==> config.mk <==
export PLATFORM = sky130hd
export DESIGN_NAME = param_cacheline_adapter
export DESIGN_NICKNAME = d
export VERILOG_FILES = /design/src/rtl/param_cacheline_adapter.sv
export SDC_FILE = /design/constraint.sdc
export NUM_CORES = 1
export LEC_CHECK = 0
export CORE_AREA = 4 4 276 278
export DETAILED_ROUTE_END_ITERATION = 7
export DIE_AREA = 0 0 280 282
export GPL_TIMING_DRIVEN = 0
export PLACE_DENSITY = 0.63
export SLEW_MARGIN = 20
export SYNTH_ARGS = -nofsm -noshare
export SYNTH_HDL_FRONTEND = slang
export SYNTH_SLANG_ARGS = --single-unit
==> constraint.sdc <==
create_clock -name clk -period 5.71 [get_ports clk]
set_input_delay 1.142 -clock clk [delete_from_list [all_inputs] [get_ports clk]]
set_output_delay 1.142 -clock clk [all_outputs]
set_load 0.01 [all_outputs]
==> src/rtl/param_cacheline_adapter.sv <==
// Purpose: converts one full-line read/write request from the cache into a Beats-long burst on a narrow memory bus.
// Latency: accept at edge 0, burst request from cycle 1, resp_o one cycle after the last beat ack (min Beats+2 cycles).
// Backpressure: memory paces beats with resp_i (low = stall); cache requests are level-held until resp_o.
// Ports:
//   clk, rst             clock; asynchronous active-low reset
//   line_i / line_o      write-back line in (sampled at accept) / assembled read line out
//   address_i            line address from the cache; offset bits are cleared on accept
//   read_i / write_i     cache line requests (level); write wins when both are high in IDLE
//   resp_o               one-cycle completion pulse to the cache
//   burst_i / burst_o    read beat from memory / write beat to memory
//   address_o            line-aligned burst address
//   read_o / write_o     burst requests to memory, high for the whole burst
//   resp_i               memory beat acknowledge, one beat per high cycle
module param_cacheline_adapter #(
  parameter int LineWidth = 256,
  parameter int BeatWidth = 64,
  parameter int Beats     = LineWidth / BeatWidth
) (
  input  logic                 clk,
  input  logic                 rst,
  input  logic [LineWidth-1:0] line_i,
  output logic [LineWidth-1:0] line_o,
  input  logic [31:0]          address_i,
  input  logic                 read_i,
  input  logic                 write_i,
  output logic                 resp_o,
  input  logic [BeatWidth-1:0] burst_i,
  output logic [BeatWidth-1:0] burst_o,
  output logic [31:0]          address_o,
  output logic                 read_o,
  output logic                 write_o,
  input  logic                 resp_i
);

  localparam int              CntW      = $clog2(Beats);
  localparam int              OffW      = $clog2(LineWidth / 8);
  localparam logic [31:0]     AlignMask = ~((32'd1 << OffW) - 32'd1);
  localparam logic [CntW-1:0] LastBeat  = CntW'(Beats - 1);

  typedef enum logic [1:0] {IDLE, RD, WR, DONE} state_e;

  state_e                          state_q, state_d;
  logic [CntW-1:0]                 cnt_q, cnt_d;
  logic [31:0]                     addr_q, addr_d;
  // Beat-indexed view of the line buffer: beat 0 sits in the LSBs.
  logic [Beats-1:0][BeatWidth-1:0] buf_q, buf_d;
  // Separate copy of the last completed read so write bursts never disturb line_o.
  logic [LineWidth-1:0]            line_q, line_d;

  always_comb begin
    state_d = state_q;
    cnt_d   = cnt_q;
    addr_d  = addr_q;
    buf_d   = buf_q;
    line_d  = line_q;
    case (state_q)
      IDLE: begin
        if (write_i) begin
          buf_d   = line_i;
          addr_d  = address_i & AlignMask;
          cnt_d   = '0;
          state_d = WR;
        end else if (read_i) begin
          addr_d  = address_i & AlignMask;
          cnt_d   = '0;
          state_d = RD;
        end
      end
      RD: begin
        if (resp_i) begin
          buf_d[cnt_q] = burst_i;
          // Counter wraps to 0 after the last beat since Beats is a power of two.
          cnt_d        = cnt_q + 1'b1;
          if (cnt_q == LastBeat) begin
            // Capture the line including the final beat so line_o is valid in DONE.
            line_d  = buf_d;
            state_d = DONE;
          end
        end
      end
      WR: begin
        if (resp_i) begin
          cnt_d = cnt_q + 1'b1;
          if (cnt_q == LastBeat) begin
            state_d = DONE;
          end
        end
      end
      DONE:    state_d = IDLE;
      default: state_d = IDLE;
    endcase
  end

  always_ff @(posedge clk or negedge rst) begin
    if (!rst) begin
      state_q <= IDLE;
      cnt_q   <= '0;
      addr_q  <= '0;
      buf_q   <= '0;
      line_q  <= '0;
    end else begin
      state_q <= state_d;
      cnt_q   <= cnt_d;
      addr_q  <= addr_d;
      buf_q   <= buf_d;
      line_q  <= line_d;
    end
  end

  assign read_o    = (state_q == RD);
  assign write_o   = (state_q == WR);
  assign resp_o    = (state_q == DONE);
  assign address_o = addr_q;
  assign burst_o   = buf_q[cnt_q];
  assign line_o    = line_q;

endmodule

==> impl_metrics.ini <==
[logic_synthesis]
yosys_register_bits = 543
synth_mux_area_frac = 0.155
sequential_fraction_of_the_synthesis_area = 0.472
post_synth.cell_area_avg_um2 = 11.7
area_fraction_in_compound_gates_after_synthesis = 0.211
post_synth_and_or_nand_nor_area_fraction = 0.101
post_synth_fa_ha_maj_area_fraction = 0.00435
synth_top_family_by_area = compound AO/OA/AOI/OAI gates
yosysWarnings = 0
netlist_instances = 2452
netlist-cell-type-count = 36
synthesis.area_um2 = 28800
synth-xor-area-share = 0

[finish]
final_core_util = 0.533
area_growth_pct = 36.8
design.final.nets = 3597
fillerInstances = 6448
fraction_of_final_layout_cells_with_drive_strength_greater_than_1 = 0.144

[critical_path]
cp_cell_sequence = buf_1, clkbuf_1, mux4_2, clkdlybuf4s50_1
worst-endpoint-arrival_ns = 3.43
critical_path.reg2reg.endpoint = buf_q[17]
worstPathMaxFanout = 10
critical_path.startpoint = cnt_q[1]
critical_path.max_stage_delay_ns = 0.73
worstRegToRegCells = 9
setup.worst_path.start_class = register
cp_slowest_cell = buf_1
r2r-start = cnt_q[0]
crit_end = burst_o[24]
worst_setup_path_end_kind = output pin
crit_type = register to output pin
ff2ff_setup_slack_ns = 2.38
critical_path_required_ns = 4.57

[timing]
finalSetupViolCount = 0
setup-tns-final_ns = 0
grt_setup_unrepaired = false
slew_violations = 0
fmax_ghz = 0.219
clock_skew_ns = 0.0271
report.final.hold_viol_count = 0
worst_slew_margin_rel = 0.247
tightest_slew_ns = 1.13
period_minus_slack_ns = 4.58
final_critical_path_share_of_the_clock_period = 0.801
whs_ns = 0.448

[clock_network]
count_of_hold_buffers_inserted_by_post_cts_repair = 0
cts_inserted_buffers = 66
clock_latency_ns = 0.61
numClockSinks = 543
post-cts-setup-buffer-count = 0
post_cts.resized_instances = 0
clock_buffer_depth = 3
cts_root_buf = clkbuf_16
tritoncts = built
clk_pin_slew_worst_paths_ns = 0.06
clock_tree.htree_level_count = 3

[routing]
final_antenna_net_count = 0
drc = 0
finalWirelength_um = 137000
avgViaCountPerCell = 6.40
dr_total_vias = 27349
post_drt_wl_per_cell_um = 32.0
drt_iter0_markers = 2969
drt_first_pass_iters = 5

[global_routing]
global_route_wire_length_before_repair_um = 196000
antenna_violations_before_repair = 34
groute.usage.overall = 0.334
grt_ovf = 0
grt_max_degree = 95
first_global_vias = 27729

[floorplanning]
floorplan.rows = 100
die_w_um = 280
initial_cell_density_of_the_core = 0.389
core_area_um2 = 73900
io-pin-count = 712
die-height_um = 282
fp.dieArea_um2 = 79000

[min_path]
worstHoldPathType = input pin to asynchronous set/reset pin

[outcome]
status = completed

[place]
place_congestion = 0.948
dp.final_hpwl_um = 104000
numPortBuffers = 699

[power]
pwr_density_cell_nw_per_um2 = 688
vdd_ir_drop_max_mv = 0.333
leakagePower_nw = 16.1

[run]
drv_cap = 0
[how the worst min path moves through the flow]
stage,endpoint,depth (start not counted),startpoint
finish,line_o[244],1,rst
global route,line_o[244],1,rst
CTS,line_o[244],1,rst
detailed placement,line_o[148],2,line_o[148]
global placement,line_o[60],2,line_o[60]
floorplan,buf_q[212],2,buf_q[212]
[cells in the final DEF (no fill, tap or decap), types with 4 or more instances in the layout]
cell type	n
a32o_1	63
mux4_2	64
a21oi_1	4
buf_2	122
inv_1	4
clkbuf_1	129
clkbuf_16	67
clkbuf_8	11
clkinv_2	12
o41ai_1	167
buf_6	40
nand2_1	258
o41ai_2	25
buf_1	7
buf_16	7
mux2i_1	195
a221o_1	256
diode_2	27
o21ai_0	195
ha_1	10
nand3b_1	192
conb_1	5
and3_1	63
clkdlybuf4s50_1	698
bufinv_16	4
mux2_2	92
buf_4	9
dfrtp_1	543
[cell type report]
class	count	area [um2]	area share
diodes	27	67.6	0.00171
plain buffers	298	1610	0.0408
clock buffers	90	1870	0.0475
clock inverters	23	240	0.00610
inverters	7	26.3	0.000667
multi-input cells	1608	13600	0.345
flip-flops and latches	543	13600	0.345
well taps	969	1210	0.0308
repair buffers	706	7190	0.183
[where the power goes]
group,internal (mW),total (mW),switching (mW)
Clock,2.48,4.25,1.77
Combinational,7.22,15.2,8.02
Sequential,5.82,7.60,1.79
Total,15.5,27.1,11.6
[through the flow]
| stage | power, mW | setup slack [ns] | std cells | cell area, um2 |
|---|---|---|---|---|
| after floorplan | 15.5 | 2.98 | 2456 | 28800 |
| after global placement | 22.3 | -21.41 | 4124 | 37000 |
| after detailed placement | 22.6 | 1.78 | 4131 | 37200 |
| after CTS | 26.9 | 1.12 | 4244 | 39300 |
| after global routing | 28.3 | 1.05 | 4269 | 39400 |
| final | 27.1 | 1.13 | 4271 | 39400 |
[cells by family after synthesis]
family,after synthesis
AOI/OAI and AO/OA,714
DFF,543
and+or+nand+nor,527
muxes,352
buffers and inverters,305
adders and majority gates,10
other,1
[layer usage]
layer | vias up | routed length (um) | global-route usage
met1 | 14032 | 53700 | 0.431
met2 | 1647 | 63500 | 0.527
met4 | 12 | 7240 | 0.177
li1 | 11307 | - | -
met3 | 351 | 12300 | 0.0775
met5 | - | 62 | 0
[synth_stat cells (all sizes together)]
cell | instances | area (um2)
dfrtp | 543 | 13600
nor2b | 3 | 18.8
mux4 | 64 | 1440
nand2b | 3 | 18.8
a21oi | 4 | 20.0
nor4b | 1 | 8.76
a31oi | 1 | 6.26
a32o | 63 | 631
mux2i | 196 | 1970
nand3 | 3 | 20.0
buf | 178 | 1150
nor3b | 1 | 7.51
a221o | 256 | 2560
o41ai | 192 | 1870
inv | 7 | 26.3
nand3b | 192 | 1440
ha | 10 | 125
o31ai | 1 | 7.51
mux2 | 92 | 1040
o211ai | 1 | 7.51
nand2 | 259 | 980
conb | 1 | 3.75
nor3 | 2 | 15.0
clkbuf | 120 | 450
and3 | 63 | 394
o21ai | 196 | 985
[registers in the layout, indices dropped and copies added, names as in the netlist]
signal,flops
buf_q,256
line_o,256
address_o,27
cnt_q,2
state_q,2
[critical path, delay by kind of cell, from the launching register on]
kind | cells | cell delay (ns)
buffers and inverters | 3 | 1.97
DFF | 1 | 0.45
muxes | 1 | 0.42
(Power assumes the default switching activity.)
